==> src/rtl/logic_unit_pkg.sv <==
// rtl/logic_unit_pkg.sv - op codes and per-bit function of the buffered logic unit
package logic_unit_pkg;

    typedef logic [2:0] op_t;

    localparam op_t OP_AND  = 3'd0;
    localparam op_t OP_OR   = 3'd1;
    localparam op_t OP_NAND = 3'd2;
    localparam op_t OP_NOR  = 3'd3;
    localparam op_t OP_XOR  = 3'd4;
    localparam op_t OP_XNOR = 3'd5;
    localparam op_t OP_NOT  = 3'd6;
    localparam op_t OP_PASS = 3'd7;

    // Every op is bitwise, so one bit-slice function covers any width.
    function automatic logic lu_bit(input logic a, input logic b, input op_t op);
        logic y;
        case (op)
            OP_AND:  y = a & b;
            OP_OR:   y = a | b;
            OP_NAND: y = ~(a & b);
            OP_NOR:  y = ~(a | b);
            OP_XOR:  y = a ^ b;
            OP_XNOR: y = ~(a ^ b);
            OP_NOT:  y = ~a;
            default: y = a;
        endcase
        return y;
    endfunction

endpackage

==> src/rtl/logic_op_comb.sv <==
// rtl/logic_op_comb.sv - combinational WIDTH-wide op decoder
module logic_op_comb
    import logic_unit_pkg::*;
#(
    parameter int WIDTH = 4
) (
    input  logic [WIDTH-1:0] i_a,
    input  logic [WIDTH-1:0] i_b,
    input  logic [2:0]       i_op,
    output logic [WIDTH-1:0] o_y
);

    always_comb begin
        o_y = '0;
        for (int i = 0; i < WIDTH; i++) begin
            o_y[i] = lu_bit(i_a[i], i_b[i], i_op);
        end
    end

endmodule

==> src/rtl/logic_unit_buffered.sv <==
// rtl/logic_unit_buffered.sv - op-selectable logic unit with result FIFO and pop counter
module logic_unit_buffered
    import logic_unit_pkg::*;
#(
    parameter int WIDTH = 4,
    parameter int DEPTH = 2,
    parameter int CNT_W = 8
) (
    input  logic             clk,
    input  logic             rst_n,
    input  logic             in_valid,
    output logic             in_ready,
    input  logic [WIDTH-1:0] in_a,
    input  logic [WIDTH-1:0] in_b,
    input  logic [2:0]       in_op,
    output logic             out_valid,
    input  logic             out_ready,
    output logic [WIDTH-1:0] out_y,
    output logic             out_zero,
    output logic             out_ones,
    output logic [CNT_W-1:0] done_cnt
);

    localparam int AW    = $clog2(DEPTH);
    localparam int PTR_W = AW + 1;

    logic [WIDTH-1:0] r_mem [DEPTH];
    logic [PTR_W-1:0] r_wr_ptr;
    logic [PTR_W-1:0] r_rd_ptr;
    logic [CNT_W-1:0] r_done_cnt;

    logic [WIDTH-1:0] w_op_y;
    logic [WIDTH-1:0] w_head;
    logic             w_full;
    logic             w_empty;
    logic             w_push;
    logic             w_pop;

    logic_op_comb #(.WIDTH(WIDTH)) u_op (
        .i_a  (in_a),
        .i_b  (in_b),
        .i_op (in_op),
        .o_y  (w_op_y)
    );

    // Extra pointer MSB distinguishes full from empty when the index bits match.
    assign w_empty = (r_wr_ptr == r_rd_ptr);
    assign w_full  = (r_wr_ptr[AW] != r_rd_ptr[AW]) &&
                     (r_wr_ptr[AW-1:0] == r_rd_ptr[AW-1:0]);
    assign w_push  = in_valid && !w_full;
    assign w_pop   = out_ready && !w_empty;
    assign w_head  = r_mem[r_rd_ptr[AW-1:0]];

    always_ff @(posedge clk or negedge rst_n) begin
        if (!rst_n) begin
            for (int i = 0; i < DEPTH; i++) begin
                r_mem[i] <= '0;
            end
        end else if (w_push) begin
            r_mem[r_wr_ptr[AW-1:0]] <= w_op_y;
        end
    end

    always_ff @(posedge clk or negedge rst_n) begin
        if (!rst_n) begin
            r_wr_ptr <= '0;
            r_rd_ptr <= '0;
        end else begin
            if (w_push) begin
                r_wr_ptr <= r_wr_ptr + 1'b1;
            end
            if (w_pop) begin
                r_rd_ptr <= r_rd_ptr + 1'b1;
            end
        end
    end

    always_ff @(posedge clk or negedge rst_n) begin
        if (!rst_n) begin
            r_done_cnt <= '0;
        end else if (w_pop && (r_done_cnt != {CNT_W{1'b1}})) begin
            r_done_cnt <= r_done_cnt + 1'b1;
        end
    end

    assign in_ready  = !w_full;
    assign out_valid = !w_empty;
    assign out_y     = w_empty ? '0 : w_head;
    assign out_zero  = !w_empty && (w_head == '0);
    assign out_ones  = !w_empty && (&w_head);
    assign done_cnt  = r_done_cnt;

endmodule

==> config.mk <==
export PLATFORM = sky130hd
export DESIGN_NAME = logic_unit_buffered
export DESIGN_NICKNAME = d
export VERILOG_FILES = /design/src/rtl/logic_unit_pkg.sv /design/src/rtl/logic_op_comb.sv /design/src/rtl/logic_unit_buffered.sv
export SDC_FILE = /design/constraint.sdc
export NUM_CORES = 1
export LEC_CHECK = 0
export ABC_AREA = 0
export CORE_MARGIN = 2
export CORE_UTILIZATION = 40
export CTS_CLUSTER_SIZE = 10
export DETAILED_ROUTE_END_ITERATION = 10
export HOLD_SLACK_MARGIN = 0.02
export PLACE_DENSITY = 0.68
export SLEW_MARGIN = 10
export SYNTH_ARGS = -nofsm -noshare
export SYNTH_HDL_FRONTEND = slang
export SYNTH_HIERARCHICAL = 1
export SYNTH_SLANG_ARGS = --single-unit
==> constraint.sdc <==
create_clock -name clk -period 1.8 [get_ports clk]
set_clock_uncertainty 0.05 [all_clocks]
set_input_delay 0.18 -clock clk [delete_from_list [all_inputs] [get_ports clk]]
set_output_delay 0.18 -clock clk [all_outputs]
set_load 0.1 [all_outputs]
### After elaboration in Yosys (flattened, before gate mapping)

Cells that the tools add are included.

| operators by class | value |
|---|---|
| add/sub/neg operators | 3 |
| order comparisons | 3 |
| equality and inequality tests | 10 |
| multiplexer cells | 11 |
| bitwise logic cells | 30 |
| reduce and logical (&&, ||, !) cells | 12 |

Operator list:

| kind | number |
|---|---|
| case mux 1 bit (7 select lines) | 4 |
| 2-to-1 mux 4 bit | 5 |
| NOT 1 bit | 16 |
| == test 3 bit (second input constant) | 3 |
| adder 8 x 1 -> 8 bit (second input constant) | 1 |
| bitwise mux 8 bit | 1 |
| != test 8 bit (second input constant) | 1 |
| logical AND 1 bit | 7 |
| == test 3 x 2 -> 1 bit (second input constant) | 2 |
| adder 2 x 1 -> 2 bit (second input constant) | 2 |
| AND 1 bit | 4 |
| demux 4 bit (select 1 bit) | 1 |
| >= comparator 2 bit (second input constant) | 2 |
| zero test 4 bit | 1 |
| NOT 1 -> 2 bit | 2 |
| OR 1 bit | 4 |
| AND reduction 4 bit | 1 |
| bitwise XOR 1 bit | 4 |
| == test 3 x 1 -> 1 bit (second input constant) | 1 |
| zero test 3 bit | 1 |
| == test 2 bit | 1 |
| zero test 1 bit | 2 |
| < comparator 2 x 1 -> 1 bit (second input constant) | 1 |
| == test 1 bit | 1 |
| != test 1 bit | 1 |

| storage, ports and cells | value |
|---|---|
| register bits | 20 |
| bits of input ports | 15 |
| output and inout bits | 16 |
| word-level logic and storage cells | 74 |

### Depth between registers and ports, before layout

| depth | value |
|---|---|
| depth after elaboration | 6 |
| depth in mapped cells | 7 |
| gate-level depth less buffers | 7 |

### Cells and area by module

Netlist, hierarchy kept.

By module, submodules not included:

| module | times used | cells each | area each (µm²) | sequential area each (µm²) |
|---|---|---|---|---|
| logic_unit_buffered | 1 | 94 | 1027.2 | 500.5 |
| logic_op_comb | 1 | 66 | 513.0 | 0.0 |

### Worst setup path after synthesis

OpenSTA, ideal clock, no wires.

| timing path | value |
|---|---|
| kind | register to output |
| from | register r_rd_ptr[1] |
| to | output port out_ones |
| arrival time | 5.260 ns |
| data required time | 1.570 ns |
| slack | -3.690 ns |
| cell stages (with the launch flop) | 5 |
| buffers on the path | 0 |
| cells stage by stage | dfrtp_1 -> xor2_2 -> o21ai_0 -> o21ai_0 -> a21boi_0 |

| between the ends | value |
|---|---|
| cells in the longest elaborated chain, start to end | 3 |

RTL lines:

| element | RTL line | RTL |
|---|---|---|
| from (decl) | logic_unit_buffered.sv:29 | `logic [PTR_W-1:0] r_rd_ptr;` |
| from (signal assigned) | logic_unit_buffered.sv:73 | `r_rd_ptr <= r_rd_ptr + 1'b1;` |
| == test 2 bit | logic_unit_buffered.sv:47 | `assign w_empty = (r_wr_ptr == r_rd_ptr);` |
| zero test 1 bit | logic_unit_buffered.sv:90 | `assign out_ones = !w_empty && (&w_head);` |
| logical AND 1 bit | logic_unit_buffered.sv:90 |  |
| to (decl) | logic_unit_buffered.sv:20 | `output logic out_ones,` |

No other way between the ends.

### Worst setup path in the final report

Ends and elaborated chain as after synthesis.

==> summary.md <==
| Metric | Value |
|---|---|
| CTS root buffer | `clkbuf_8` |
| Post-route ant nets | `0` |
| WP buf/inv | `2` |
| RSZ-0062 raised after global routing | `yes` |
| CP arrival | `1650 ps` |
| Setup WS post-layout | `-79.23 ps` |
| H-tree depth | `1` |
| CTS tree | `yes` |
| Ant diodes | `0` |
| Core Area | `3689 µm²` |
| Area grow syn2layout | `57.19%` |
| First-pass GRT wire length | `6.292 mm` |
| Initial Util | `41.76%` |
| DP Worst Slack | `-320.6 ps` |
| Gr busiest metal | `met2` |
| Type of the worst setup path | `flop to output port` |
| Synth async-reset ratio | `100.0%` |
| Post-layout min period | `1879 ps` |
| Final setup violation count | `2` |
| DP HPWL | `2.855 mm` |
| Clock sinks | `20` |
| Initial antenna violation count | `0` |
| Post-synth EDFFs | `0` |
| Gpl congestion | `0.7902` |
| Crit path required time | `1570 ps` |
| Main synth FF type | `dfrtp_1` |
| Worst slew pin tran | `340.7 ps` |
| Vias in the first global route | `1432` |
| Worst-path cell chain | `xor2_2 -> buf_4 -> o211ai_1 -> o21ai_4 -> a21boi_4 -> buf_12` |
| Die height | `66.05 µm` |
| Die area | `4363 µm²` |
| GR Util met2 | `32.20%` |
| Vias per cell | `5.224` |
| Worst setup path end | `out_ones` |
| Initial drt markers | `57` |
| CP startpoint | `r_rd_ptr[1]` |
| Reg2Reg Depth | `5` |
| F_max | `0.5321 GHz` |
| Slowest library cell on the worst path | `dfrtp_1` |
| Syn avg cell area | `9.626 µm²` |
| Startpoint Class | `flop` |
| Drt wl/cell | `14.11 µm` |
| Cell family with most CP delay | `compound AO/OA/AOI/OAI gates` |
| CP Max Fanout | `2` |
| Met3 Resource Use GR | `2.044%` |
| Port Buf Inserts | `30` |
| DRT Wirelength | `3.712 mm` |
| Cell Count Post-Placement | `254` |
| Synth warnings | `6` |
| Cells after Synth | `160` |
| Std-Cell Rows | `22` |
| Fillers | `304` |
| Clock transition at path regs | `70 ps` |
| Mapped Nets | `184` |
| Worst-skew pair later-pin latency | `260 ps` |
| Most frequent cell after synthesis | `dfrtp_1` |
| CTS buffer count | `3` |
| Pre-antenna DRT Iters | `4` |
| Number of remaining DRC errors | `0` |
| Layout Cells excl Fill | `263` |
| Period utilisation layout | `104.4%` |
| Routed via count | `1374` |
| Failing checks | `setup timing` |
| FF-to-FF setup slack | `60 ps` |
| Final Max Tran Viols | `0` |
| Post-synthesis cell type count | `43` |
| Top-area cell type share of the netlist area | `32.49%` |
| Reg-to-reg critical path startpoint | `r_rd_ptr[1]` |
| Gr ovfl total | `0` |
| Dominant cell type by area after synthesis | `dfrtp_1` |
| FF+latch count, synth | `20` |
| Final Hold Vio Count | `0` |
| CP peak stage delay | `410 ps` |
| Crit. End Element | `output port` |
| Die Span X | `66.05 µm` |
| Gr usage total | `18.39%` |
| Fin area | `2421 µm²` |
| Top cells by area, synth | `dfrtp_1 32%, mux2_2 8.0%, ha_1 7.3%, xnor2_1 4.5%, nor2_1 3.4%` |
| Max-slew headroom | `77.08%` |
| CTS max path bufs | `2` |
| Global routing usage on met1 | `23.96%` |
| Max_cap viols | `0` |
| Area of placed instances | `2240 µm²` |
| WP depth | `6` |
| Ratio of cells with drive above 1 in the final layout | `43.26%` |
| Hold_ws | `200.5 ps` |
| Largest net degree at the start of global routing | `21` |
| Mapped Area | `1540 µm²` |
| Outcome | `finished with violations` |
| Nets | `240` |
| Seq/Total Area, Yosys | `32.49%` |
| R2r endpoint | `done_cnt[7]` |
| Commonest cells in the netlist | `20 x dfrtp_1, 14 x nor2_1, 13 x nand2_1` |
| Io pins | `31` |
| Hold crit path type | `input pin to asynchronous set/reset pin` |
-- worst min-delay path by stage --
stage | startpoint | to | slack, ps | depth (start not counted)
floorplan | rst_n | done_cnt[2] | -170 | 0
global placement | rst_n | r_mem[0] | 490 | 2
detailed placement | rst_n | done_cnt[4] | 500 | 2
CTS | rst_n | done_cnt[4] | 210 | 2
global route | rst_n | done_cnt[4] | 210 | 2
finish | rst_n | done_cnt[4] | 200 | 2
-- area by class of cell --
| type | instances | area (µm²) | share of cell area [%] |
|---|---|---|---|
| Multi-Input combinational cell | 123 | 1059 | 43.72 |
| Tap cell | 48 | 60.06 | 2.481 |
| Inverter | 10 | 37.54 | 1.550 |
| Sequential cell | 20 | 523.0 | 21.60 |
| Timing Repair Buffer | 58 | 686.9 | 28.37 |
| Clock buffer | 4 | 55.05 | 2.274 |
-- routing by layer --
layer  share of wire (%)  wire length [µm]
met4                 1.4                53
met1                  44              1639
met3                 2.4                90
met5                   0                 0
met2                  52              1929
-- cell families (layout without fill, tap and decap cells) --
group	Yosys count	in the layout	share of synthesized area, %
flops	20	20	32.49
simple gates	46	46	15.19
xor+xnor	13	13	7.880
buf+inv	17	72	7.229
mux	18	18	12.84
fa+ha+maj	9	9	7.311
compound gates	37	37	17.06
-- state kept, by name, summed over array words and instances (netlist names) --
signal,count
done_cnt,8
r_mem,8
r_rd_ptr,2
r_wr_ptr,2
-- metrics by stage --
step	setup TNS [ps]	utilization, %
after floorplan	-658.7	-
after global placement	-980.9	60.72
after detailed placement	-1740	60.72
after CTS	-197.2	63.57
after global routing	-393.0	65.64
final	-147.8	65.64
-- timing repair --
item,in CTS,in global routing
endpoints found under the setup margin,6,14
gates cloned,0,0
setup buffers,4,2
gates resized for setup,3,15
hold buffers,0,0
pin swaps,3,5
-- layout by cell type, fill, tap and decap left out, types with 5 or more instances in the layout --
cell type        netlist  layout
nor2_4                 0       5
ha_1                   9       6
dfrtp_1               20      12
clkdlybuf4s50_1        0      14
nand2_1               13      13
buf_4                  0      26
mux2_2                11      10
nor2_1                14      10
a21oi_1                5       5
xnor2_1                8       8
inv_1                 10       9
dfrtp_4                0       5
buf_12                 1      17
Power is not shown: default switching activity piles up to over one toggle a cycle in this logic, so the estimate is an artifact.
